<file path="config.mk">
export PLATFORM = sky130hd
export DESIGN_NAME = fifo_dc
export DESIGN_NICKNAME = d
export VERILOG_FILES = /design/src/rtl/fifo_dc_ram.sv /design/src/rtl/fifo_dc.sv
export SDC_FILE = /design/constraint.sdc
export NUM_CORES = 1
export LEC_CHECK = 0
export CORE_MARGIN = 2
export CORE_UTILIZATION = 45
export DETAILED_ROUTE_END_ITERATION = 10
export GPL_ROUTABILITY_DRIVEN = 0
export PLACE_DENSITY_LB_ADDON = 0.12
export SLEW_MARGIN = 10
export SYNTH_ARGS = -nofsm -noshare
export SYNTH_HDL_FRONTEND = slang
export SYNTH_HIERARCHICAL = 1
export SYNTH_SLANG_ARGS = --single-unit
</file>
<file path="constraint.sdc">
create_clock -name clk -period 3 [get_ports clk]
set_input_delay 0.6 -clock clk [delete_from_list [all_inputs] [get_ports clk]]
set_output_delay 0.6 -clock clk [all_outputs]
set_load 0.05 [all_outputs]
</file>
<file path="src/rtl/fifo_dc_ram.sv">
// rtl/fifo_dc_ram.sv - 2**N x W simple dual-port array, synchronous write, asynchronous read
module fifo_dc_ram #(
  parameter int W = 8,
  parameter int N = 4
) (
  input  logic         clk,
  input  logic         we_int,
  input  logic [N-1:0] waddr,
  input  logic [W-1:0] wd,
  input  logic [N-1:0] raddr,
  output logic [W-1:0] q
);

  localparam int DEPTH = 2**N;

  // Deliberately not reset so the array maps onto plain storage.
  logic [W-1:0] mem [DEPTH];

  always_ff @(posedge clk) begin
    if (we_int) begin
      mem[waddr] <= wd;
    end
  end

  assign q = mem[raddr];

endmodule

</file>
<file path="src/rtl/fifo_dc.sv">
// rtl/fifo_dc.sv - single-clock show-ahead FIFO; sticky ovf/udf flags built only with FIFO_DC_ERR_EN
module fifo_dc #(
  parameter int W = 8,
  parameter int N = 4
) (
  input  logic         clk,
  input  logic         rst,
  input  logic         we,
  input  logic [W-1:0] wd,
  input  logic         re,
  output logic [W-1:0] rd,
  output logic         full,
  output logic         empty,
  output logic [N:0]   count,
  output logic         ovf,
  output logic         udf
);

  logic [N:0]   wptr;
  logic [N:0]   rptr;
  logic [W-1:0] q;
  logic         wr_ok;
  logic         rd_ok;

  // The extra MSB on each pointer separates full from empty when the addresses match.
  assign empty = (wptr == rptr);
  assign full  = (wptr[N-1:0] == rptr[N-1:0]) && (wptr[N] != rptr[N]);
  assign count = wptr - rptr;

  assign wr_ok = we && !full;
  assign rd_ok = re && !empty;

  always_ff @(posedge clk) begin
    if (rst) begin
      wptr <= '0;
      rptr <= '0;
    end else begin
      if (wr_ok) begin
        wptr <= wptr + 1'b1;
      end
      if (rd_ok) begin
        rptr <= rptr + 1'b1;
      end
    end
  end

  fifo_dc_ram #(
    .W(W),
    .N(N)
  ) u_ram (
    .clk    (clk),
    .we_int (wr_ok),
    .waddr  (wptr[N-1:0]),
    .wd     (wd),
    .raddr  (rptr[N-1:0]),
    .q      (q)
  );

  assign rd = empty ? '0 : q;

`ifdef FIFO_DC_ERR_EN
  logic ovf_q;
  logic udf_q;

  always_ff @(posedge clk) begin
    if (rst) begin
      ovf_q <= 1'b0;
      udf_q <= 1'b0;
    end else begin
      if (we && full) begin
        ovf_q <= 1'b1;
      end
      if (re && empty) begin
        udf_q <= 1'b1;
      end
    end
  end

  assign ovf = ovf_q;
  assign udf = udf_q;
`else
  assign ovf = 1'b0;
  assign udf = 1'b0;
`endif

endmodule

</file>
* Word level (Yosys, flattened, before mapping) *
Memory sizes are Yosys's and may differ from the RTL's. A register that Yosys moved wholly into a read port is not among the register bits.
Cells that the tools add are included.

cells by class
  add/subtract/negate cells = 3
  reduce and logical (&&, ||, !) cells = 5
  mux-type cells = 5
  equality and inequality tests = 3

operators with widths
  cell                                         number
  adder 5 x 1 -> 5 bit, second input constant  2
  two-way mux 4 bit                            2
  two-way mux 8 bit                            1
  equality test 5 bit                          1
  subtractor 5 bit                             1
  equality test 4 bit                          1
  logical AND 1 bit                            3
  logical NOT 1 bit                            2
  two-way mux 1 bit                            2
  != test 1 bit                                1

word-level totals
  flip-flop bits (word level) = 10
  output and inout port bits = 17
  RAM bits = 128
  word-level logic and storage cells = 19
  memories kept = 1

memory list
  memory     depth  bits a word  rd ports  clocked after memory_dff  write ports  RTL line           RTL
  u_ram.mem  16     8            1         1                         1            fifo_dc_ram.sv:17  logic [W-1:0] mem [DEPTH];

* Longest topological paths before layout *
  word-level depth = 6
  gate-level depth with buffers = 7
  depth with buffers taken out = 7

* Modules after synthesis *
The synthesis kept the hierarchy.

by module, submodules not included
  module       cells an instance  times used  area each (sq um)
  fifo_dc_ram  221                1           4987.3
  fifo_dc      83                 1           706.9

* Worst setup path before layout *
Ideal clock, no wire load.

  path kind = flip-flop to flip-flop
  start point = reg wptr[0]
  end point = mem u_ram.mem[0][0] (enable)
  arrival = 2276 ps
  required time = 2617 ps
  period minus slack after synthesis = 2660 ps
  library setup time = 383 ps
  cell stages (with the launch flop) = 8
  setup slack = 340 ps
  path through = dfxtp_1 inv_1 ha_1 nand4_2 o21ai_2 inv_1 or3b_2 nor3_1

on the way
  longest elaborated chain between the ends = 6

RTL lines
  element                                  RTL line           RTL
  start: declaration                       fifo_dc.sv:19      logic [N:0] wptr;
  start signal: assignment                 fifo_dc.sv:39      wptr <= wptr + 1'b1;
  equality test 4 bit                      fifo_dc.sv:27      assign full = (wptr[N-1:0] == rptr[N-1:0]) && (wptr[N] != rptr[N]);
  logical AND 1 bit                        fifo_dc.sv:27
  logical NOT 1 bit                        fifo_dc.sv:30      assign wr_ok = we && !full;
  logical AND 1 bit                        fifo_dc.sv:30
  named net wr_ok                          fifo_dc.sv:22      logic wr_ok;
  two-way mux 1 bit                        fifo_dc_ram.sv:20  if (we_int) begin
  two-way mux 1 bit (not written as such)  fifo_dc_ram.sv:21  mem[waddr] <= wd;
  end: declaration                         fifo_dc_ram.sv:17

The timed path passes the listed nets, and every way through them passes these cells.

* Final worst setup path *
  start point = reg rptr[0]
  end point = out rd[4]

on the way
  longest elaborated chain between the ends = 2

RTL lines
  element                   RTL line       RTL
  start: declaration        fifo_dc.sv:20  logic [N:0] rptr;
  start signal: assignment  fifo_dc.sv:42  rptr <= rptr + 1'b1;
  equality test 5 bit       fifo_dc.sv:26  assign empty = (wptr == rptr);
  two-way mux 8 bit         fifo_dc.sv:59  assign rd = empty ? '0 : q;
  end: declaration          fifo_dc.sv:11  output logic [W-1:0] rd,

Every way passes these cells.

==> impl_metrics.yaml <==
synthesis:
  synth_edf_count: 128
  async_flop_share_pct: 0
  yosys_warnings: 6
  synth_compound_area_share_pct: 3.54
  synthMuxAreaShare_pct: 13.9
  synth_seq_cells: 138
  ys.flop_type: "edfxtp_1"
  syn_area_um2: 5690
  synth_cells: 304
  syn_avg_cell_area_um2: 18.7
  ys_seq_area_share_pct: 71.0
  yosys.area_share.simple_pct: 5.56
  synth_fa_ha_area_share_pct: 1.67
  synth_top_family_by_area: "multiplexers"
  synth_cell_types: 38
  synth-xor-area-share_pct: 1.82
drt:
  vias: 2970
  vias_per_cell: 5.39
  drt_iter0_drc: 280
  drt_wl_total_um: 11700
  routedWlPerCell_um: 21.2
  ant_nets: 0
  drtPass1Iterations: 4
  drc: 0
timing:
  fmax_mhz: 342
  final_max_slew_viol_count: 0
  slew_headroom_pct: 58.1
  worst_slew_pin_slew_ps: 626
  hold_violations: 0
  whs_ps: 597
  setup_viol: 0
  finClkSkew_ps: 5.44
  finalCriticalPeriod_ps: 2930
  fin_crit_sh_pct: 97.5
final_layout:
  fillers: 997
  area_growth_syn_to_layout_pct: 20.9
  final_cells: 551
  multi_input_area_um2: 1520
  diodes: 0
  drive_above_1_share_pct: 24.3
  seq_area_um2: 4050
  final_nets: 386
  fin_area_um2: 6880
floorplan:
  rows: 41
  boundaryPins: 29
  core_area_um2: 12500
  die_x_um: 116
  die_h_um: 116
  die_area_um2: 13600
  initial_utilization_pct: 45.7
cts:
  cts_tree: "done"
  clk_latency_ps: 410
  clk_pin_slew_ps: 50
  cts_buffers: 17
  htreeDepth: 4
  clockBufferDepth: 2
  ctsHoldBuffers: 0
  cts.sinks: 138
  cts-root-buf: "clkbuf_16"
global_route:
  grt_max_degree: 20
  grt-ovfl-total: 0
  grt_pass1_vias: 2950
  grt_use_total_pct: 18.9
  antenna_found_initial: 0
  grt_pass1_wl_um: 17800
status:
  status: "completed"
placement:
  placement.io_buffers: 26
  place_area_um2: 6300
  dp.cells: 513
  dp_hpwl_um: 7340
min_path:
  whs_path_depth: 2
  min_from: "rptr[3]"
  whs_endpoint: "rptr[3]"
  min_path_type: "reg2reg"
critical_path:
  worst-setup-path-type: "reg2out"
  reg2reg_slack_ps: 510
  arrival_ps: 2330
  reg2reg_to: "u_ram/mem[0][7]"
  timing.reg2reg.worst_path_depth: 8
  path_max_fanout: 8
  end_kind: "output port"
  cp-start-kind: "flip-flop"
  cp.required_ps: 2400
  r2r-start: "rptr[2]"
power_and_ir_drop:
  irDropWorstVdd_mv: 0.380
  leakage_nw: 2.30
  powerDensity_nw_per_um2: 735
flow_run:
  maxCapViolations: 0
sequential cells by signal, summed over array words and instances (netlist names):
signal     count
wptr           5
rptr           5
u_ram/mem    128
kinds of logic after synthesis:
family / count (synthesis)
flip-flops: 138
AND/OR/NAND/NOR: 62
multiplexers: 34
AO/OA/AOI/OAI: 30
buffers and inverters: 21
XOR/XNOR: 11
adder cells (fa/ha/maj): 7
other: 1
where the power goes:
part	total (W)	internal, W	switching, W
sequential	0.00216	0.00214	0.0000239
combinational	0.00115	0.000519	0.000635
clock	0.00175	0.00103	0.000716
synthesized netlist by cell type (4+ instances only):
master	count	area share, %
a22oi_1	16	2.1
ha_1	6	1.3
dfxtp_1	10	3.5
nor2b_1	9	0.99
inv_1	7	0.46
edfxtp_1	128	68
a21oi_1	7	0.62
xnor2_1	7	1.1
buf_2	4	0.35
mux4_1	14	6.5
nand4_1	4	0.44
nor3_1	4	0.35
nor2_1	22	1.5
mux4_2	18	7.1
nand2_1	10	0.66
per-stage QoR:
step	total power (W)	worst slack [ps]	util [%]	TNS, ps
finish	0.00506	74.2	55.2	0
global route	0.00526	-0.0124	55.2	-0.0124
CTS	0.00506	34.8	54.7	0
detailed placement	0.00328	413	50.5	0
global placement	0.00327	426	50.5	0
floorplan	0.00291	340	-	0
metal layers:
layer | vias to the layer above | global-route usage [%] | share of wire (%)
met2 | 66 | 27.3 | 46
met4 | 0 | 7.62 | 1.6
li1 | 1350 | - | -
met3 | 13 | 4.67 | 3.3
met1 | 1541 | 27.9 | 50
met5 | - | 0 | 0
worst max-delay path by stage:
stage | from | endpoint | slack [ps]
after floorplan | wptr[0] | u_ram/mem[0][0] | 340
after global placement | rptr[0] | count[4] | 430
after detailed placement | rptr[0] | count[4] | 410
after CTS | rptr[0] | count[4] | 30
after global routing | rptr[0] | rd[4] | -0.01
final | rptr[0] | rd[4] | 70
layout make-up:
cell class	count	share of cell area, %
sequential	138	58.8
multi-input combinational	146	22.0
timing repair buffer	57	8.47
clock buffer	20	6.34
tap	172	3.13
clock inverter	11	0.818
inverter	7	0.382
cell usage in the layout (no fill, tap or decap), types with 8 or more instances in the layout:
cell / count
a22oi_1: 16
buf_4: 36
clkbuf_16: 18
clkdlybuf4s50_1: 12
dfxtp_1: 8
edfxtp_1: 128
mux4_1: 14
mux4_2: 18
nand2_1: 10
nor2_1: 22
nor2b_1: 9
critical path, stage by stage, from the launching register on:
cell and delay (ps):
dfxtp_4 410, clkbuf_16 190, mux4_1 540, a22oi_1 290
nand2_1 120, nor2b_1 170, buf_4 190
what timing repair did:
item / in CTS / in global routing
buffers inserted: 0 / 5
setup endpoints to repair: 2 / 5
pin swaps: 0 / 1
cloned: 1 / 1
gates resized for setup: 0 / 3
No activity file was read; power rests on OpenSTA's default activity.
